--- src/rtl/qif_pkg.sv ---
// Shared types and helpers for the QIF neuron scheduler:
// value width, default potentials, saturation and FSM states.
package qif_pkg;

    localparam int V_W = 8;

    localparam logic signed [V_W-1:0] V_RESET_DEF = -8'sd20;
    localparam logic signed [V_W-1:0] V_PEAK_DEF  = 8'sd50;

    typedef enum logic [2:0] {
        IDLE,
        FETCH,
        COMPUTE,
        WRITE,
        DONE
    } qif_state_t;

    // Clamp a 17-bit signed intermediate into the signed 8-bit range
    function automatic logic signed [V_W-1:0] sat8(
        input logic signed [16:0] x
    );
        if (x > 17'sd127) begin
            return 8'sd127;
        end else if (x < -17'sd128) begin
            return -8'sd128;
        end else begin
            return x[V_W-1:0];
        end
    endfunction

endpackage

--- src/rtl/qif_update_core.sv ---
// Combinational QIF membrane update: V' = sat8(V + (V>>>3)^2 * (B>>>2)),
// or reset to V_RESET with a spike once V reaches V_PEAK.
// Ports: v_in, b_in (signed 8) -> v_out (signed 8), spike.
module qif_update_core
    import qif_pkg::*;
#(
    parameter logic signed [V_W-1:0] V_RESET = V_RESET_DEF,
    parameter logic signed [V_W-1:0] V_PEAK  = V_PEAK_DEF
) (
    input  logic signed [V_W-1:0] v_in,
    input  logic signed [V_W-1:0] b_in,
    output logic signed [V_W-1:0] v_out,
    output logic                  spike
);

    logic signed [16:0] v_ext;
    logic signed [16:0] b_ext;
    logic signed [16:0] v_q;
    logic signed [16:0] b_q;
    logic signed [16:0] acc;

    always_comb begin
        v_ext = {{9{v_in[V_W-1]}}, v_in};
        b_ext = {{9{b_in[V_W-1]}}, b_in};
        v_q   = v_ext >>> 3;
        b_q   = b_ext >>> 2;
        // |v_q|<=16, |b_q|<=32: the product stays within 17 bits
        acc   = v_ext + v_q * v_q * b_q;
        spike = (v_in >= V_PEAK);
        v_out = spike ? V_RESET : sat8(acc);
    end

endmodule

--- src/rtl/qif_neuron_scheduler.sv ---
// Sweeps one shared QIF update core over NUM_NEURONS stored potentials per
// tick, emitting spikes through a valid/ready port that can stall the sweep.
// Ports: clk, rst_n (async, active-high), tick, cfg_we/cfg_addr/cfg_bias,
//   spike_valid/spike_ready/spike_id, v_mon, busy, sweep_done, overrun.
// Option: define QIF_REFRACTORY_EN for per-neuron refractory counters.
module qif_neuron_scheduler
    import qif_pkg::*;
#(
    parameter int                    NUM_NEURONS = 4,
    parameter logic signed [V_W-1:0] V_RESET     = V_RESET_DEF,
    parameter logic signed [V_W-1:0] V_PEAK      = V_PEAK_DEF,
    parameter int                    REFRACT     = 2,
    localparam int                   AW          = $clog2(NUM_NEURONS)
) (
    input  logic                  clk,
    input  logic                  rst_n,
    input  logic                  tick,
    input  logic                  cfg_we,
    input  logic [AW-1:0]         cfg_addr,
    input  logic signed [V_W-1:0] cfg_bias,
    output logic                  spike_valid,
    input  logic                  spike_ready,
    output logic [AW-1:0]         spike_id,
    output logic signed [V_W-1:0] v_mon,
    output logic                  busy,
    output logic                  sweep_done,
    output logic                  overrun
);

    localparam logic [AW-1:0] LAST = AW'(NUM_NEURONS - 1);

    qif_state_t state;
    qif_state_t state_nx;

    logic [AW-1:0]         idx;
    logic signed [V_W-1:0] v_mem [NUM_NEURONS];
    logic signed [V_W-1:0] b_mem [NUM_NEURONS];
    logic signed [V_W-1:0] v_cur;
    logic signed [V_W-1:0] b_cur;
    logic signed [V_W-1:0] v_res;
    logic                  spk_res;
    logic signed [V_W-1:0] core_v;
    logic                  core_spk;
    logic                  wb;

`ifdef QIF_REFRACTORY_EN
    logic [1:0] refr [NUM_NEURONS];
    logic       hold_res;
`else
    logic unused_refract;
    assign unused_refract = ^REFRACT;
`endif

    qif_update_core #(
        .V_RESET (V_RESET),
        .V_PEAK  (V_PEAK)
    ) u_core (
        .v_in  (v_cur),
        .b_in  (b_cur),
        .v_out (core_v),
        .spike (core_spk)
    );

    // A spiking write-back waits for the downstream accept
    assign wb = (state == WRITE) && (!spk_res || spike_ready);

    always_ff @(posedge clk or posedge rst_n) begin
        if (rst_n) begin
            state <= IDLE;
        end else begin
            state <= state_nx;
        end
    end

    always_comb begin
        state_nx = state;
        unique case (state)
            IDLE:    if (tick) state_nx = FETCH;
            FETCH:   state_nx = COMPUTE;
            COMPUTE: state_nx = WRITE;
            WRITE:   if (wb) state_nx = (idx == LAST) ? DONE : FETCH;
            DONE:    state_nx = IDLE;
            default: state_nx = IDLE;
        endcase
    end

    always_comb begin
        busy        = (state != IDLE);
        sweep_done  = (state == DONE);
        spike_valid = (state == WRITE) && spk_res;
        spike_id    = idx;
    end

    always_ff @(posedge clk or posedge rst_n) begin
        if (rst_n) begin
            idx     <= '0;
            v_cur   <= '0;
            b_cur   <= '0;
            v_res   <= '0;
            spk_res <= 1'b0;
            v_mon   <= '0;
            overrun <= 1'b0;
            for (int i = 0; i < NUM_NEURONS; i++) begin
                v_mem[i] <= V_RESET;
                b_mem[i] <= '0;
            end
`ifdef QIF_REFRACTORY_EN
            hold_res <= 1'b0;
            for (int i = 0; i < NUM_NEURONS; i++) begin
                refr[i] <= '0;
            end
`endif
        end else begin
            // Any tick outside IDLE (including DONE) is dropped
            overrun <= tick && (state != IDLE);
            if (cfg_we) begin
                b_mem[cfg_addr] <= cfg_bias;
            end
            if (state == FETCH) begin
                v_cur <= v_mem[idx];
                b_cur <= b_mem[idx];
            end
            if (state == COMPUTE) begin
`ifdef QIF_REFRACTORY_EN
                if (refr[idx] != 2'd0) begin
                    v_res    <= V_RESET;
                    spk_res  <= 1'b0;
                    hold_res <= 1'b1;
                end else begin
                    v_res    <= core_v;
                    spk_res  <= core_spk;
                    hold_res <= 1'b0;
                end
`else
                v_res   <= core_v;
                spk_res <= core_spk;
`endif
            end
            if (wb) begin
                v_mem[idx] <= v_res;
                v_mon      <= v_res;
                idx        <= (idx == LAST) ? '0 : idx + 1'b1;
`ifdef QIF_REFRACTORY_EN
                if (hold_res) begin
                    refr[idx] <= refr[idx] - 2'd1;
                end else if (spk_res) begin
                    refr[idx] <= 2'(REFRACT);
                end
`endif
            end
        end
    end

endmodule
--- config.mk ---
export PLATFORM = sky130hd
export DESIGN_NAME = qif_neuron_scheduler
export DESIGN_NICKNAME = d
export VERILOG_FILES = /design/src/rtl/qif_pkg.sv /design/src/rtl/qif_update_core.sv /design/src/rtl/qif_neuron_scheduler.sv
export SDC_FILE = /design/constraint.sdc
export NUM_CORES = 1
export LEC_CHECK = 0
export ABC_AREA = 1
export CORE_MARGIN = 4
export CORE_UTILIZATION = 35
export CTS_CLUSTER_DIAMETER = 150
export CTS_CLUSTER_SIZE = 20
export DETAILED_ROUTE_END_ITERATION = 12
export PLACE_DENSITY_LB_ADDON = 0.3
export SYNTH_ARGS = -nofsm -noshare
export SYNTH_HDL_FRONTEND = slang
export SYNTH_HIERARCHICAL = 1
export SYNTH_SLANG_ARGS = --single-unit
--- constraint.sdc ---
create_clock -name clk -period 17.9 [get_ports clk]
set_clock_uncertainty 0.1 [all_clocks]
set_input_delay 2.685 -clock clk [delete_from_list [all_inputs] [get_ports clk]]
set_output_delay 2.685 -clock clk [all_outputs]
set_load 0.01 [all_outputs]
==> summary.txt, run 1 <==
Clock tree
  • Post-CTS Setup Inserts: 0
  • H-Tree Depth: 3
  • Deepest clock path buffer count: 2
  • Clock input transition at the sequential cells of the worst setup and hold paths: 0.07 ns
  • Clock sink count: 93
  • Clk Latency, worst-skew pair: 0.35 ns
  • CTS Root Cell: clkbuf_16
  • Cts-stage hold buffer count: 0
  • Post_cts resized: 0
  • CTS tree: done
  • CTS Buf Count: 9

Global routing
  • Number of global-route vias before repair: 6,395
  • Grt ovf: 0
  • First-pass GRT wire length: 31,200 um
  • Largest net degree at the start of global routing: 66
  • Initial antenna violation count: 0
  • Tot GR Track Use: 0.145

Detailed routing
  • DR pass1 iterations: 5
  • DRC violations left: 0
  • Post-route ant nets: 0
  • Number of DRC markers in iteration 0: ~390
  • DRT Wirelength: 18,400 um
  • Routed vias: 6,496
  • Routed wire per std cell: 12.9 um
  • Routed vias/inst: 4.55

Critical path
  • Setup CP Type: flop to flop
  • Worst r2r src: v_cur[7]
  • Crit-path max cell delay: 0.75 ns
  • Worst EP required: 18.02 ns
  • CP max stage cell: dfrtp_1
  • Worst setup SP type: flop
  • CP max FO: 16
  • CP startpoint: v_cur[7]
  • Crit end category: flop
  • Crit path DAT: 8.55 ns
  • Most numerous cell on the critical path: fa_1

Floorplan
  • Core area: 0.0229 mm2
  • Starting Density: 0.360
  • Die width: 161 um
  • Die ar.: 0.0261 mm2
  • IO Count: 29
  • Chip height: 161 um
  • Rows: 55

Finish
  • Layout cells sized above 1: 0.0637
  • Commonest non-fill, non-tap cells in the layout: 345 x nand2_1, 233 x inv_1, 73 x dfrtp_1
  • Filler cells: approximately 2,400
  • Layout Utilization: 0.394
  • # nets final: 1,245
  • Final cell count without fillers: approximately 1,400
  • Synthesis-to-layout area growth: 9.70%
  • Antenna cell count: 0
  • Most common cell after layout, fill and taps aside: nand2_1

Placement
  • IO buf count: 26
  • Cells after DPL: ~1,400
  • Half-perimeter wire length after placement: 14,000 um
  • GP Congestion: 0.805

Timing
  • Fin crit share: 0.471
  • Rel. slew slack: 0.453
  • Fmax: 119 MHz
  • Fin. Hold Viols: 0
  • Post-route setup TNS: 0 ns
  • RSZ-0062 raised after global routing: false
  • Finish-stage setup viols: 0
  • Min Tclk post-route: 8.43 ns
  • Worst slew pin tran: 0.821 ns
  • Pins Over Slew Limit: 0

Synth
  • Syn Inst Count: 1,102
  • Syn Area/Cell: 7.48 um2
  • Cell area after synthesis: 0.00824 mm2
  • Yosys warning count: 6

Run
  • Max Cap Viol: 0

Hold path
  • HP Start: v_mem[19]
  • Hold Path Class: flop to flop

Outcome
  • Status: complete, no violations
-- routing by layer --
metal | GRT usage | wire [um]
met4 | 0.0481 | 412
met5 | 0 | 0
met1 | 0.194 | 8840
met2 | 0.246 | 8630
met3 | 0.0163 | 468
-- through the flow --
stage / cell area, um2 / hold slack [ns] / setup WS (ns)
2_1_floorplan: 8240 / 0.342 / 10.38
5_1_grt: 9040 / 0.379 / 8.74
6_report: 9040 / 0.362 / 9.47
3_5_place_dp: 8740 / 0.353 / 9.40
3_3_place_gp: 8740 / 0.351 / 9.48
4_1_cts: 9040 / 0.363 / 9.38
-- final timing paths --
path                       slack, ns  cells after the start         to
hold reg to reg                 0.36                      2  v_mem[19]
min in group asynchronous       2.58                      2   v_mon[0]
setup reg to reg                9.47                     36   v_res[6]
max in group asynchronous      13.93                      3   b_cur[2]
hold / removal                  0.36                      2  v_mem[19]
setup / recovery                9.47                     36   v_res[6]
-- registers in the layout, summed over array words and instances, names as in the netlist --
register / cells
v_res: 8
b_mem: 24
v_mem: 32
overrun: 1
spike_id: 2
b_cur: 6
v_mon: 8
spk_res: 1
v_cur: 8
state: 3
-- critical path, delay by kind of cell, from the launching register on --
family | cells | cell delay (ns)
AND/OR/NAND/NOR | 14 | 1.76
XOR/XNOR | 2 | 0.50
adder cells (fa/ha/maj) | 9 | 4.32
AO/OA/AOI/OAI | 5 | 0.46
buffers and inverters | 6 | 0.39
flip-flops | 1 | 0.75
-- final cells by class --
class	instances	area, um2	share of cell area
clock buffer	11	243	0.0269
clock inverter	5	60.1	0.00664
inverter	239	898	0.0994
multi-input combinational	735	4790	0.530
sequential	93	2350	0.260
tap	313	392	0.0433
timing repair buffer	32	305	0.0338
Power of run 1 is not shown: default switching activity piles up to over one toggle a cycle in this logic, so the estimate is an artifact.
==> run 2, diff against run 1 <==
Clock period 17.9 ns to 7.58 ns, I/O delays scaled along.
==> run 2 against run 1 <==
- register-to-register slack worse by 9.4 ns
- clock-buffer cell count is 1 higher
- routed wire length is 4.0% higher
- non-clock buffer count is 77 higher
- highest routed layer unchanged
- die area stayed put
- worst hold slack better by 0.00064 ns
- critical endpoint is now v_res[3]
- flip-flop and latch count stayed put
- sequential share of layout area is 2.9 points lower
==> summary.txt, run 2 (synthesized netlist as in run 1, its figures left out) <==
Timing
  • Fin. Hold Viols: 0
  • Min Hold Slack: 0.363 ns
  • Pins Over Slew Limit: 0
  • Worst slew pin tran: about 0.69 ns
  • Fmax: 133 MHz
  • Fin crit share: 0.992
  • Min Tclk post-route: 7.52 ns
  • RSZ-0062 raised after global routing: true
  • Finish-stage setup viols: 0
  • Rel. slew slack: 0.540

Finish
  • Top Registers: v_mem x32, b_mem x24
  • # nets final: 1,322
  • Layout cells sized above 1: 0.206
  • Commonest non-fill, non-tap cells in the layout: 318 x nand2_1, 219 x inv_1, 76 x buf_4
  • Most common cell after layout, fill and taps aside: nand2_1
  • Antenna cell count: 0
  • Filler cells: between 2,000 and 2,500
  • Synthesis-to-layout area growth: 23.4%
  • Most flop-heavy register: v_mem
  • Max FFs per register: 32

Clock tree
  • CTS Root Cell: clkbuf_16
  • Cts-stage hold buffer count: 0
  • CTS Buf Count: 9
  • Clock input transition at the sequential cells of the worst setup and hold paths: 0.06 ns
  • Clock sink count: 93
  • H-Tree Depth: 3
  • Clk Latency, worst-skew pair: 0.34 ns
  • CTS tree: done
  • Deepest clock path buffer count: 2

Global routing
  • Number of global-route vias before repair: 6,553
  • First-pass GRT wire length: 32,000 um
  • Tot GR Track Use: 0.148
  • Largest net degree at the start of global routing: 56
  • Initial antenna violation count: 0
  • Grt ovf: 0

Detailed routing
  • Number of DRC markers in iteration 0: between 300 and 400
  • DR pass1 iterations: 5
  • DRT Wirelength: 19,100 um
  • Routed wire per std cell: 12.7 um
  • DRC violations left: 0
  • Routed vias: 6,786
  • Post-route ant nets: 0
  • Routed vias/inst: between 4 and 5

Critical path
  • Crit end category: flop
  • R2R setup slack: 0.06 ns
  • Worst r2r src: v_cur[3]
  • Setup CP Type: flop to flop
  • Worst EP required: 7.69 ns
  • Reg2reg end: v_res[3]
  • R2R depth: 47
  • CP max stage cell: fa_1
  • CP startpoint: v_cur[3]
  • CP delay by family, top: buffers and inverters
  • Crit path depth: 47
  • Crit path DAT: between 7 and 8 ns
  • Crit-path max cell delay: 0.55 ns
  • CP max FO: 7
  • Worst Path Buf+Inv: 26
  • Most numerous cell on the critical path: buf_4
  • Critical path endpoint: v_res[3]
  • Worst setup SP type: flop

Outcome
  • Status: complete, no violations

Hold path
  • Hold Path Class: flop to flop

Floorplan
  • Starting Density: 0.360
  • Rows: 55
  • Die width: roughly 160 um
  • IO Count: 29
  • Chip height: 161 um
  • Die ar.: 0.0261 mm2
  • Core area: 0.0229 mm2

Placement
  • Half-perimeter wire length after placement: roughly 14,000 um
  • IO buf count: 26
  • GP Congestion: 0.788

Run
  • Max Cap Viol: 0
## run 2: cell types whose count changed in the layout (fill, tap and decap cells not counted), moves of 12 or more
cell     before  now
nand2_1     345  318
ha_4          0   12
nand2_2       6   23
buf_4         6   76
inv_2         3   17
inv_1       233  219
a21oi_1      30   17
a21oi_2       0   13
ha_1         61   47
## run 2: per-layer routing
layer  GRT usage  part of all wire  routed length [um]
met5           0                 0                   0
met4      0.0469             0.019                 366
met3      0.0120             0.021                 398
met2       0.243              0.48                9130
met1       0.210              0.48                9190
## run 2: worst min-delay path by stage
stage | start | endpoint | slack [ns] | depth (start not counted)
after floorplan | v_mem[0] | v_mem[0] | 0.34 | 2
after global placement | v_mem[21] | v_mem[21] | 0.35 | 2
after detailed placement | v_mem[2] | v_mem[2] | 0.35 | 2
after CTS | v_mem[2] | v_mem[2] | 0.36 | 2
after global routing | v_mem[26] | v_mem[26] | 0.39 | 2
final | v_mem[26] | v_mem[26] | 0.36 | 2
## run 2: what timing repair did
action,4_1_cts,5_1_grt
resized for setup,29,95
pin swaps,27,82
buffers inserted,21,3
endpoints found under the setup margin,8,8
## run 2: cell type report
cell class / instances / area [um2] / share of cell area
Inverter: 239 / 898 / 0.0884
Clock inverter: 4 / 70.1 / 0.00689
Tap cell: 313 / 392 / 0.0385
Multi-Input combinational cell: 735 / 5290 / 0.520
Timing Repair Buffer: 109 / 910 / 0.0895
Sequential cell: 93 / 2350 / 0.231
Clock buffer: 12 / 256 / 0.0252
## run 2: worst register-to-register path, delay by kind of cell, from the launching register on
kind | cells | cell delay (ns)
flip-flops | 1 | 0.40
adder cells (fa/ha/maj) | 5 | 2.37
AND/OR/NAND/NOR | 15 | 1.50
AO/OA/AOI/OAI | 1 | 0.06
buffers and inverters | 26 | 2.96
## run 2: per-stage QoR
| stage | area (um2) | util | TNS [ns] | std cells | setup WS [ns] |
|---|---|---|---|---|---|
| final | 10200 | 0.444 | 0 | 1505 | 0.0592 |
| after global routing | 10200 | 0.444 | -2.09 | 1505 | -0.301 |
| after CTS | 9770 | 0.426 | -0.00107 | 1502 | -0.00107 |
| after detailed placement | 9140 | 0.399 | -1.53 | 1465 | -0.242 |
| after global placement | 9140 | 0.399 | -1.00 | 1465 | -0.160 |
| after floorplan | 8240 | - | 0 | 1103 | 0.0600 |
Power of run 2 is left out for the same reason.
==> run 3, diff against run 2 <==
Settings changed: CORE_UTILIZATION 35 to 57, SLEW_MARGIN from default to 5.
==> run 3 against run 2 <==
- the run now ends with negative setup slack left
- cell count shrank 12%
- critical path depth decreased by 10
- clock-buffer cell count is the same
==> summary.txt, run 3 (synthesized netlist as in run 1, its figures left out) <==
Detailed routing
  • DRT Wirelength: 18,100 um
  • DR pass1 iterations: 4
  • Number of DRC markers in iteration 0: 338
  • WL met1: 8000 um
  • Max layer used: met4
  • Routed vias: 6,730
  • DRC violations left: 0
  • Routed vias/inst: 5.08
  • Post-route ant nets: 0
  • Met2 wire length: ~9200 um
  • Routed wire per std cell: 13.7 um
  • Met3 WL: 657 um

Finish
  • Area of the multi-input gates: 0.00529 mm2
  • Reg area: 0.00235 mm2
  • Most flop-heavy register: v_mem
  • Max FFs per register: 32
  • Antenna cell count: 0
  • Top Registers: v_mem x32, b_mem x24
  • Layout cells sized above 1: 0.175
  • Most common cell after layout, fill and taps aside: nand2_1
  • Final Cell Area: between 0.009 and 0.01 mm2
  • Filler cells: 1,116
  • Synthesis-to-layout area growth: 16.7%
  • Commonest non-fill, non-tap cells in the layout: 315 x nand2_1, 216 x inv_1, 72 x dfrtp_1
  • # nets final: between 1,000 and 1,500

Critical path
  • Crit end category: flop
  • CP startpoint: v_cur[6]
  • Worst setup SP type: flop
  • Crit path DAT: between 7 and 8 ns
  • Worst EP required: 7.75 ns
  • Worst r2r src: v_cur[6]
  • Setup CP Type: flop to flop
  • CP max stage cell: fa_1
  • Crit-path max cell delay: 0.55 ns
  • CP max FO: 7

Clock tree
  • H-Tree Depth: 3
  • Cts-stage hold buffer count: 0
  • CTS Buf Count: 9
  • CTS Root Cell: clkbuf_16
  • Clock sink count: 93
  • CTS tree: done
  • Clock input transition at the sequential cells of the worst setup and hold paths: 0.06 ns
  • Clk Latency, worst-skew pair: 0.35 ns
  • Deepest clock path buffer count: 2

Timing
  • Post-route setup TNS: -0.0345 ns
  • Finish-stage setup viols: 1
  • Fin crit share: 1.00
  • Worst slew pin tran: 0.962 ns
  • RSZ-0062 raised after global routing: true
  • Fin. Hold Viols: 0
  • Min Tclk post-route: about 7.6 ns
  • Min Hold Slack: between 0.3 and 0.4 ns
  • Rel. slew slack: 0.357
  • Fmax: 131 MHz
  • Final worst slack: -0.0345 ns
  • Pins Over Slew Limit: 0

Global routing
  • Grt ovf: 0
  • Number of global-route vias before repair: 6,533
  • Largest net degree at the start of global routing: 76
  • First-pass GRT wire length: a little under 30,000 um
  • Initial antenna violation count: 0
  • Tot GR Track Use: 0.220

Placement
  • GP Congestion: 0.860
  • Post-placement cell area: 0.00873 mm2
  • Half-perimeter wire length after placement: 12,900 um
  • IO buf count: 26

Outcome
  • Status: finished with violations
  • Failing checks: negative setup slack

Floorplan
  • Rows: 43
  • Core area: 0.0140 mm2
  • Die ar.: 0.0164 mm2
  • Starting Density: 0.587
  • Die width: 128 um
  • Chip height: 128 um
  • IO Count: 29

Hold path
  • Hold Path Class: flop to flop
  • HP Start: v_mem[27]

Run
  • Max Cap Viol: 0
run 3: cell count changes in the layout (fill, tap and decap cells not counted), moves of 3 or more:
cell and delta:
nand2_1 -3, nor2_2 -3, buf_4 -44, inv_1 -3, buf_6 -4, inv_2 +3
run 3: cell type report:
type	instances	area share
clock buffer	12	0.0267
multi-input combinational	735	0.550
tap	180	0.0234
clock inverter	4	0.00560
timing repair buffer	61	0.0556
sequential	93	0.245
inverter	239	0.0935
run 3: worst paths after layout:
path,end,slack [ns],depth (start not counted)
max in group asynchronous,v_cur[7],5.18,3
worst max register to register,v_res[4],-0.03,37
worst min register to register,v_mem[27],0.36,2
worst min-delay path,v_mem[27],0.36,2
min in group asynchronous,b_mem[18],0.96,2
worst max-delay path,v_res[4],-0.03,37
run 3: critical path: cells and delay by family (launching register included):
family,cells,cell delay (ns)
buf+inv,6,0.49
fa+ha+maj,9,3.68
compound gates,5,0.87
xor+xnor,3,0.53
simple gates,14,1.48
flops,1,0.36
run 3: metal layers:
metal	track usage	vias up
met5	0	-
met4	0.0612	0
met3	0.0317	18
met2	0.377	107
met1	0.293	3200
li1	-	3405
run 3: through the flow:
step	worst slack, ns	util	cells
finish	-0.0345	0.685	1324
global route	-0.297	0.685	1324
CTS	0.0308	0.650	1316
detailed placement	-0.164	0.622	1300
global placement	-0.0705	0.622	1300
floorplan	0.0600	-	1103
run 3: what timing repair did:
action	in CTS	in global routing
setup buffers	0	8
resized for setup	16	110
pin swaps	3	75
setup endpoints to repair	8	8
Power of run 3 is left out for the same reason.
